## config.mk

```make
export PLATFORM = sky130hd
export DESIGN_NAME = fetch_unit
export DESIGN_NICKNAME = d
export VERILOG_FILES = /design/src/rtl/fetch_pkg.sv /design/src/rtl/next_pc_calc.sv /design/src/rtl/fetch_unit.sv
export SDC_FILE = /design/constraint.sdc
export NUM_CORES = 1
export LEC_CHECK = 0
export CAP_MARGIN = 20
export CORE_MARGIN = 8
export CORE_UTILIZATION = 45
export DETAILED_ROUTE_END_ITERATION = 10
export PLACE_DENSITY_LB_ADDON = 0.2
export SETUP_SLACK_MARGIN = 0.02
export SLEW_MARGIN = 20
export SYNTH_ARGS = -nofsm -noshare
export SYNTH_HDL_FRONTEND = slang
export SYNTH_SLANG_ARGS = --single-unit
export TNS_END_PERCENT = 1
```

## constraint.sdc

```tcl
create_clock -name clk -period 4.43 [get_ports clk]
set_input_delay 1.1075 -clock clk [delete_from_list [all_inputs] [get_ports clk]]
set_output_delay 1.1075 -clock clk [all_outputs]
set_load 0.01 [all_outputs]
```

## src/rtl/fetch_pkg.sv

```systemverilog
// Shared definitions for the instruction-fetch stage: next-PC select encodings,
// fetch FSM states and the default reset PC.
package fetch_pkg;

  // The decoder drives pcmux with these same encodings.
  typedef enum logic [1:0] {
    PC_SEQ    = 2'd0,
    PC_JUMP   = 2'd1,
    PC_JR     = 2'd2,
    PC_BRANCH = 2'd3
  } pcmux_e;

  typedef enum logic [1:0] {
    StFetch = 2'd0,
    StHold  = 2'd1,
    StHalt  = 2'd2
  } fetch_state_e;

  localparam logic [31:0] RESET_PC_DEFAULT = 32'h0000_0000;

  // Sign-extended word offset of a branch immediate.
  function automatic logic [31:0] branch_offset(input logic [15:0] imm);
    return {{14{imm[15]}}, imm, 2'b00};
  endfunction

endpackage

```

## src/rtl/next_pc_calc.sv

```systemverilog
// Combinational next-PC selection for the fetch stage, plus a flag raised when
// the selected target is not word-aligned.
module next_pc_calc
  import fetch_pkg::*;
(
  input  logic [31:0] pc_plus4,
  input  logic [25:0] instr_index,
  input  logic [15:0] imm16,
  input  logic [31:0] jr_target,
  input  logic [1:0]  pcmux,
  output logic [31:0] next_pc,
  output logic        misalign
);

  always_comb begin
    next_pc = pc_plus4;
    unique case (pcmux_e'(pcmux))
      PC_SEQ:    next_pc = pc_plus4;
      PC_JUMP:   next_pc = {pc_plus4[31:28], instr_index, 2'b00};
      PC_JR:     next_pc = jr_target;
      PC_BRANCH: next_pc = pc_plus4 + branch_offset(imm16);
      default:   next_pc = pc_plus4;
    endcase
  end

  // Only a JR target can carry low bits; the other paths are aligned by construction.
  assign misalign = (next_pc[1:0] != 2'b00);

endmodule

```

## src/rtl/fetch_unit.sv

```systemverilog
// Instruction-fetch stage: holds the PC, fetches words over a req/ack handshake,
// latches the instruction for the decoder and advances the PC on commit.
module fetch_unit
  import fetch_pkg::*;
#(
  parameter logic [31:0] RESET_PC = RESET_PC_DEFAULT
) (
  input  logic        clk,
  input  logic        rst_n,
  output logic        imem_req,
  output logic [31:0] imem_addr,
  input  logic        imem_ack,
  input  logic [31:0] imem_rdata,
  output logic        instr_valid,
  output logic [31:0] instr,
  output logic [5:0]  opcode,
  output logic [5:0]  functcode,
  output logic [4:0]  rs,
  output logic [4:0]  rt,
  output logic [4:0]  rd,
  output logic [15:0] imm16,
  output logic [31:0] pc,
  output logic [31:0] pc_plus4,
  input  logic [1:0]  pcmux,
  input  logic [31:0] jr_target,
  input  logic        commit,
  output logic        fault
);

  fetch_state_e state_q, state_d;
  logic [31:0]  pc_q, pc_d;
  logic [31:0]  instr_q, instr_d;
  logic         fault_q, fault_d;

  logic [31:0]  next_pc;
  logic         next_pc_misalign;

  assign pc_plus4 = pc_q + 32'd4;

  next_pc_calc u_next_pc_calc (
    .pc_plus4    (pc_plus4),
    .instr_index (instr_q[25:0]),
    .imm16       (instr_q[15:0]),
    .jr_target   (jr_target),
    .pcmux       (pcmux),
    .next_pc     (next_pc),
    .misalign    (next_pc_misalign)
  );

  always_ff @(posedge clk or negedge rst_n) begin
    if (!rst_n) begin
      state_q <= StFetch;
      pc_q    <= RESET_PC;
      instr_q <= 32'h0;
      fault_q <= 1'b0;
    end else begin
      state_q <= state_d;
      pc_q    <= pc_d;
      instr_q <= instr_d;
      fault_q <= fault_d;
    end
  end

  always_comb begin
    state_d = state_q;
    pc_d    = pc_q;
    instr_d = instr_q;
    fault_d = fault_q;
    unique case (state_q)
      StFetch: begin
        if (imem_ack) begin
          instr_d = imem_rdata;
          state_d = StHold;
        end
      end
      StHold: begin
        if (commit) begin
          // A misaligned target freezes the PC at the offending instruction.
          if (next_pc_misalign) begin
            fault_d = 1'b1;
            state_d = StHalt;
          end else begin
            pc_d    = next_pc;
            state_d = StFetch;
          end
        end
      end
      StHalt: begin
        state_d = StHalt;
      end
      default: begin
        state_d = StHalt;
      end
    endcase
  end

  assign imem_req    = (state_q == StFetch);
  assign imem_addr   = pc_q;
  assign instr_valid = (state_q == StHold);
  assign instr       = instr_q;
  assign opcode      = instr_q[31:26];
  assign functcode   = instr_q[5:0];
  assign rs          = instr_q[25:21];
  assign rt          = instr_q[20:16];
  assign rd          = instr_q[15:11];
  assign imm16       = instr_q[15:0];
  assign pc          = pc_q;
  assign fault       = fault_q;

endmodule
```

Word-level counts from Yosys, hierarchy flattened:

Cells that the tools add are included.

* output and inout bits: 174
* flip-flop bits (word level): 67
* input port bits: 70

* equality and inequality tests: 6
* bitwise logic cells: 1
* $add $sub $neg: 2
* reduce and logical (&&, ||, !) cells: 7
* mux-type cells: 5

Operators with widths (count)
* case mux 32 bit (4 select lines): 1
* adder 32 x 3 -> 32 bit, second input constant: 1
* adder 32 bit: 1
* two-way mux 2 bit: 3
* AND reduction 3 bit: 2
* equality test 2 x 1 -> 1 bit, second input constant: 2
* equality test 2 bit, second input constant: 2
* logical NOT 2 bit: 2
* inequality test 2 x 1 -> 1 bit, second input constant: 2
* case mux 2 bit (2 select lines): 1
* AND reduction 2 bit: 2
* nonzero test 2 bit: 1
* inverter 1 bit: 1

Longest topological paths before layout:

* depth in word-level cells: 7
* gate-level depth with buffers: 17
* mapped depth without buffers: 16

Modules after synthesis:

A second synthesis with hierarchy kept.

* cell total of the unflattened synthesis: 557
* area, all modules: 5889.4 µm²

By module, submodules not included
* fetch_unit: cells each 307, instances 1, seq. area each 1676.6 µm², area each 3689.8 µm²
* next_pc_calc: cells each 250, instances 1, seq. area each 0.0 µm², area each 2199.6 µm²

Worst setup path before layout:

No wires, ideal clock.

* kind: reg-to-reg
* start point: register pc_q[2], in the netlist imem_addr[2]
* end point: register pc_q[18], in the netlist imem_addr[18]
* library setup time: 0.125 ns
* stages on the path, launching flop included: 16
* slack: 0.674 ns
* arrival time: 3.631 ns
* cell sequence: dfrtp_1 -> ha_1 -> nand4_1 -> nor2_1 -> and3_1 -> nand3_1 -> xnor2_1 -> ha_1 -> nand4_1 -> nor4_1 -> o21ai_1 -> a21oi_1 -> nor2_1 -> xnor2_1 -> mux4_2 -> mux2_2

* cells in the longest elaborated chain, start to end: 3

Ends and longest elaborated chain
* start: declaration: RTL line fetch_unit.sv:31 `logic [31:0] pc_q, pc_d;`
* start signal: assignment: RTL line fetch_unit.sv:58 `pc_q <= pc_d;`
* adder 32 x 3 -> 32 bit: RTL line fetch_unit.sv:38 `assign pc_plus4 = pc_q + 32'd4;`
* via pc_plus4[14]: RTL line fetch_unit.sv:23 `output logic [31:0] pc_plus4,`
* adder 32 bit: RTL line next_pc_calc.sv:21 `PC_BRANCH: next_pc = pc_plus4 + branch_offset(imm16);`
* case mux 32 bit (4 select lines): RTL line next_pc_calc.sv:17 `unique case (pcmux_e'(pcmux))`

The timed path passes the listed nets, and every way through them passes these cells.
A chain may end at the register's enable or synchronous reset.

Final worst setup path:

* start point: register pc_q[2], in the netlist imem_addr[2]
* end point: output pc_plus4[26]

* cells in the longest elaborated chain, start to end: 1

Ends and longest elaborated chain (RTL line)
* adder 32 x 3 -> 32 bit: fetch_unit.sv:38
* end: declaration: fetch_unit.sv:23

No other way between the ends.

==> results.toml <==
[status]
status = "completed"

[yosys]
syn_avg_cell_area_um2 = 8.78
ys_warn_count = 0
netlist_area_mm2 = 0.00611
synthCells = 696
synthArstFlopShare_pct = 100
synth-seq-area-share_pct = 27.4
syn_nets = 801
synth-seq-cells = 67
synth_edf_count = 0
synth-main-ff-cell = "dfrtp_1"
synth_cell_types = 68

[place]
hpwl_um = 17400
gp_congestion = 0.931
place_area_mm2 = 0.00818
portBuffers = 243

[power_and_ir_drop]
p_comb_share_pct = 69.7
switching_share_pct = 45.1
vdd.ir_drop.worst_uv = 498
seq_power_share_pct = 19.5
pwr-share-clk_pct = 10.8
cellPowerDensity_mw_per_mm2 = 849
p_switching_mw = 3.25
leakagePower_nw = 3.48
internal_power_mw = 3.96

[critical_path]
path_class = "reg -> out"
cp.required_ns = 3.32
worstPathCellList = "ha_1, nand4_1, nor2_1, buf_4, nand3_1, nor2_2, nand4_1, xnor2_1, clkdlybuf4s50_1"
start_kind = "register"
r2r_slack_ns = 0.42
crit_slowest_cell = "clkdlybuf4s50_1"
critPathArrivalTime_ns = 3.11
cp_slowest_stage_delay_ns = 0.63
crit_top_cell = "nand4_1"
crit_path_end_kind = "output pin"
critPathMaxFanout = 7

[sta]
hold_violations = 0
period_needed_ns = 4.22
slew_viol_final = 0
worst_pin_slew_ns = 0.898
post-route-period-util_pct = 95.3
hold_ws_ns = 0.475
max_freq_mhz = 237
setup_tns_ns = 0
finalSetupViolCount = 0
rsz0062_at_grt = "false"
skew_ns = 0.00824
max_slew_margin_pct = 40.2

[global_routing]
antenna_found_initial = 1
first_global_vias = 6245
use_met1_pct = 30.7
met3_usage_pct = 8.18
grt_max_degree = 68
grt_pass1_wl_um = 35300
global_route.usage.total_pct = 25.2
top_usage_layer = "met2"
grt-ovfl-total = 0
grt_use_met2_pct = 41.0

[clocking]
insertion_delay_ns = 0.35
holdBufCountCts = 0
cts_tree = "done"
cts_buffers = 9
cts-root-buf = "clkbuf_16"
cts_sinks = 67
cts_resized = 0
cts_buffer_depth = 2
postCtsSetupBuffers = 0
clk_pin_slew_worst_paths_ns = 0.06
h-tree-depth = 3

[floorplanning]
rows = 42
start_util_pct = 46.1
die_width_um = 133
fp.coreArea_mm2 = 0.0132
pin_count = 244
dieArea_mm2 = 0.0176
dieHeight_um = 133

[routing]
vias = 6062
drc = 0
first_pass_iters = 5
antenna_left = 0
routed_wl_um = 22600
viasPerCell = 5.83
routedWlPerCell_um = 21.7
drtIter0Drc = 461

[finish]
num_antenna_cells = 0
area_growth_pct = 38.9
design_area_mm2 = 0.00849
drive_above_1_share_pct = 10.5
fin_nets = 964

[worst_hold_path]
hold_path_class = "reg -> reg"

[flow_run]
max_cap_violations = 0
==> sequential cells by signal, summed over array words and instances (netlist names) <==
name / count
imem_addr: 32
state_q: 2
instr: 32
fault: 1
==> layer usage <==
metal,part of all wire [%],routed length (um)
met2,47,10600
met3,9.6,2160
met5,0.040,9
met4,2.7,610
met1,41,9200
==> stage by stage <==
step | utilization [%] | cells | total power [mW] | setup WS (ns)
floorplan | - | 696 | 4.52 | 0.674
global placement | 61.7 | 1024 | 6.32 | 0.594
detailed placement | 61.7 | 1024 | 6.38 | 0.474
CTS | 64.1 | 1040 | 7.21 | 0.262
global route | 64.1 | 1040 | 7.72 | 0.0441
finish | 64.1 | 1040 | 7.20 | 0.210
==> power by group through the flow <==
stage	Clock (mW)	Combinational [mW]	Sequential, mW
after CTS	0.784	5.02	1.41
after floorplan	0	3.14	1.38
after global placement	0	4.93	1.39
final	0.775	5.02	1.41
after detailed placement	0	4.97	1.41
after global routing	0.809	5.44	1.47
==> synth_stat cells, types with 3 or more instances <==
cell | number | area (um2)
mux2_2 | 33 | 372
ha_1 | 34 | 425
o21a_1 | 3 | 22.5
and4_1 | 6 | 52.6
o2bb2ai_1 | 3 | 26.3
o211ai_1 | 3 | 22.5
buf_4 | 77 | 578
nand2_1 | 63 | 236
nor3_1 | 8 | 40.0
a21boi_0 | 3 | 22.5
nor3b_1 | 3 | 22.5
and3_1 | 10 | 62.6
mux2i_1 | 10 | 100
o21ai_1 | 3 | 15.0
nand3_1 | 17 | 85.1
nor2b_1 | 5 | 31.3
xor2_1 | 15 | 131
a22oi_1 | 3 | 22.5
dfrtp_1 | 67 | 1680
nand2b_1 | 5 | 31.3
clkbuf_1 | 18 | 67.6
a21oi_1 | 57 | 285
a31o_2 | 3 | 26.3
inv_1 | 14 | 52.6
mux4_2 | 12 | 270
and2_1 | 5 | 31.3
buf_2 | 5 | 25.0
xnor2_1 | 33 | 289
nand4_1 | 9 | 56.3
a21o_1 | 15 | 113
a31oi_1 | 6 | 37.5
o22ai_1 | 10 | 62.6
a211oi_1 | 7 | 52.6
o21ai_0 | 42 | 210
nor2_1 | 43 | 161
buf_1 | 5 | 18.8
a221oi_1 | 5 | 43.8
==> placed cells by master, fill, tap and decap left out, drive strengths merged, types with 9 or more instances in the layout <==
cell type,count
clkbuf,10
and3,10
nand2,63
ha,34
nand3,19
mux4,12
nand4,9
buf,15
a21oi,57
o21ai,45
dfrtp,67
mux2,33
inv,18
xor2,15
a21o,15
clkdlybuf4s50,242
nor3,9
xnor2,33
o22ai,10
nor2,44
mux2i,10
==> worst paths after layout <==
check                             start            end  cells past startpoint
min in group asynchronous         rst_n      instr[17]                      1
max                        imem_addr[2]   pc_plus4[26]                      9
min                               fault          fault                      1
max reg2reg                imem_addr[2]  imem_addr[18]                     16
min reg2reg                       fault          fault                      1
max in group asynchronous         rst_n     state_q[0]                      1
==> critical path: cells and delay by family (launching register included) <==
family,cells,cell delay [ns]
XOR/XNOR,1,0.41
flip-flops,1,0.44
adder cells (fa/ha/maj),1,0.25
AND/OR/NAND/NOR,5,0.84
buffers and inverters,2,0.80
==> kinds of logic after synthesis <==
| logic type | Yosys count | synth area share, % |
|---|---|---|
| and+or+nand+nor | 187 | 15.2 |
| AOI/OAI and AO/OA | 183 | 18.8 |
| buffers and inverters | 121 | 12.3 |
| DFF | 67 | 27.4 |
| muxes | 55 | 12.1 |
| xor gates and xnor gates | 48 | 6.88 |
| adders and majority gates | 35 | 7.29 |
==> final cells by class <==
type                    count  area, um2
fillers                  1132       4760
inverters                  16       60.1
clock buffers              10        239
repair buffers            257       2530
multi-input cells         508       3680
flip-flops and latches     67       1680
well taps                 176        220
clock inverters             6       71.3
No activity file was read; power rests on OpenSTA's default activity.
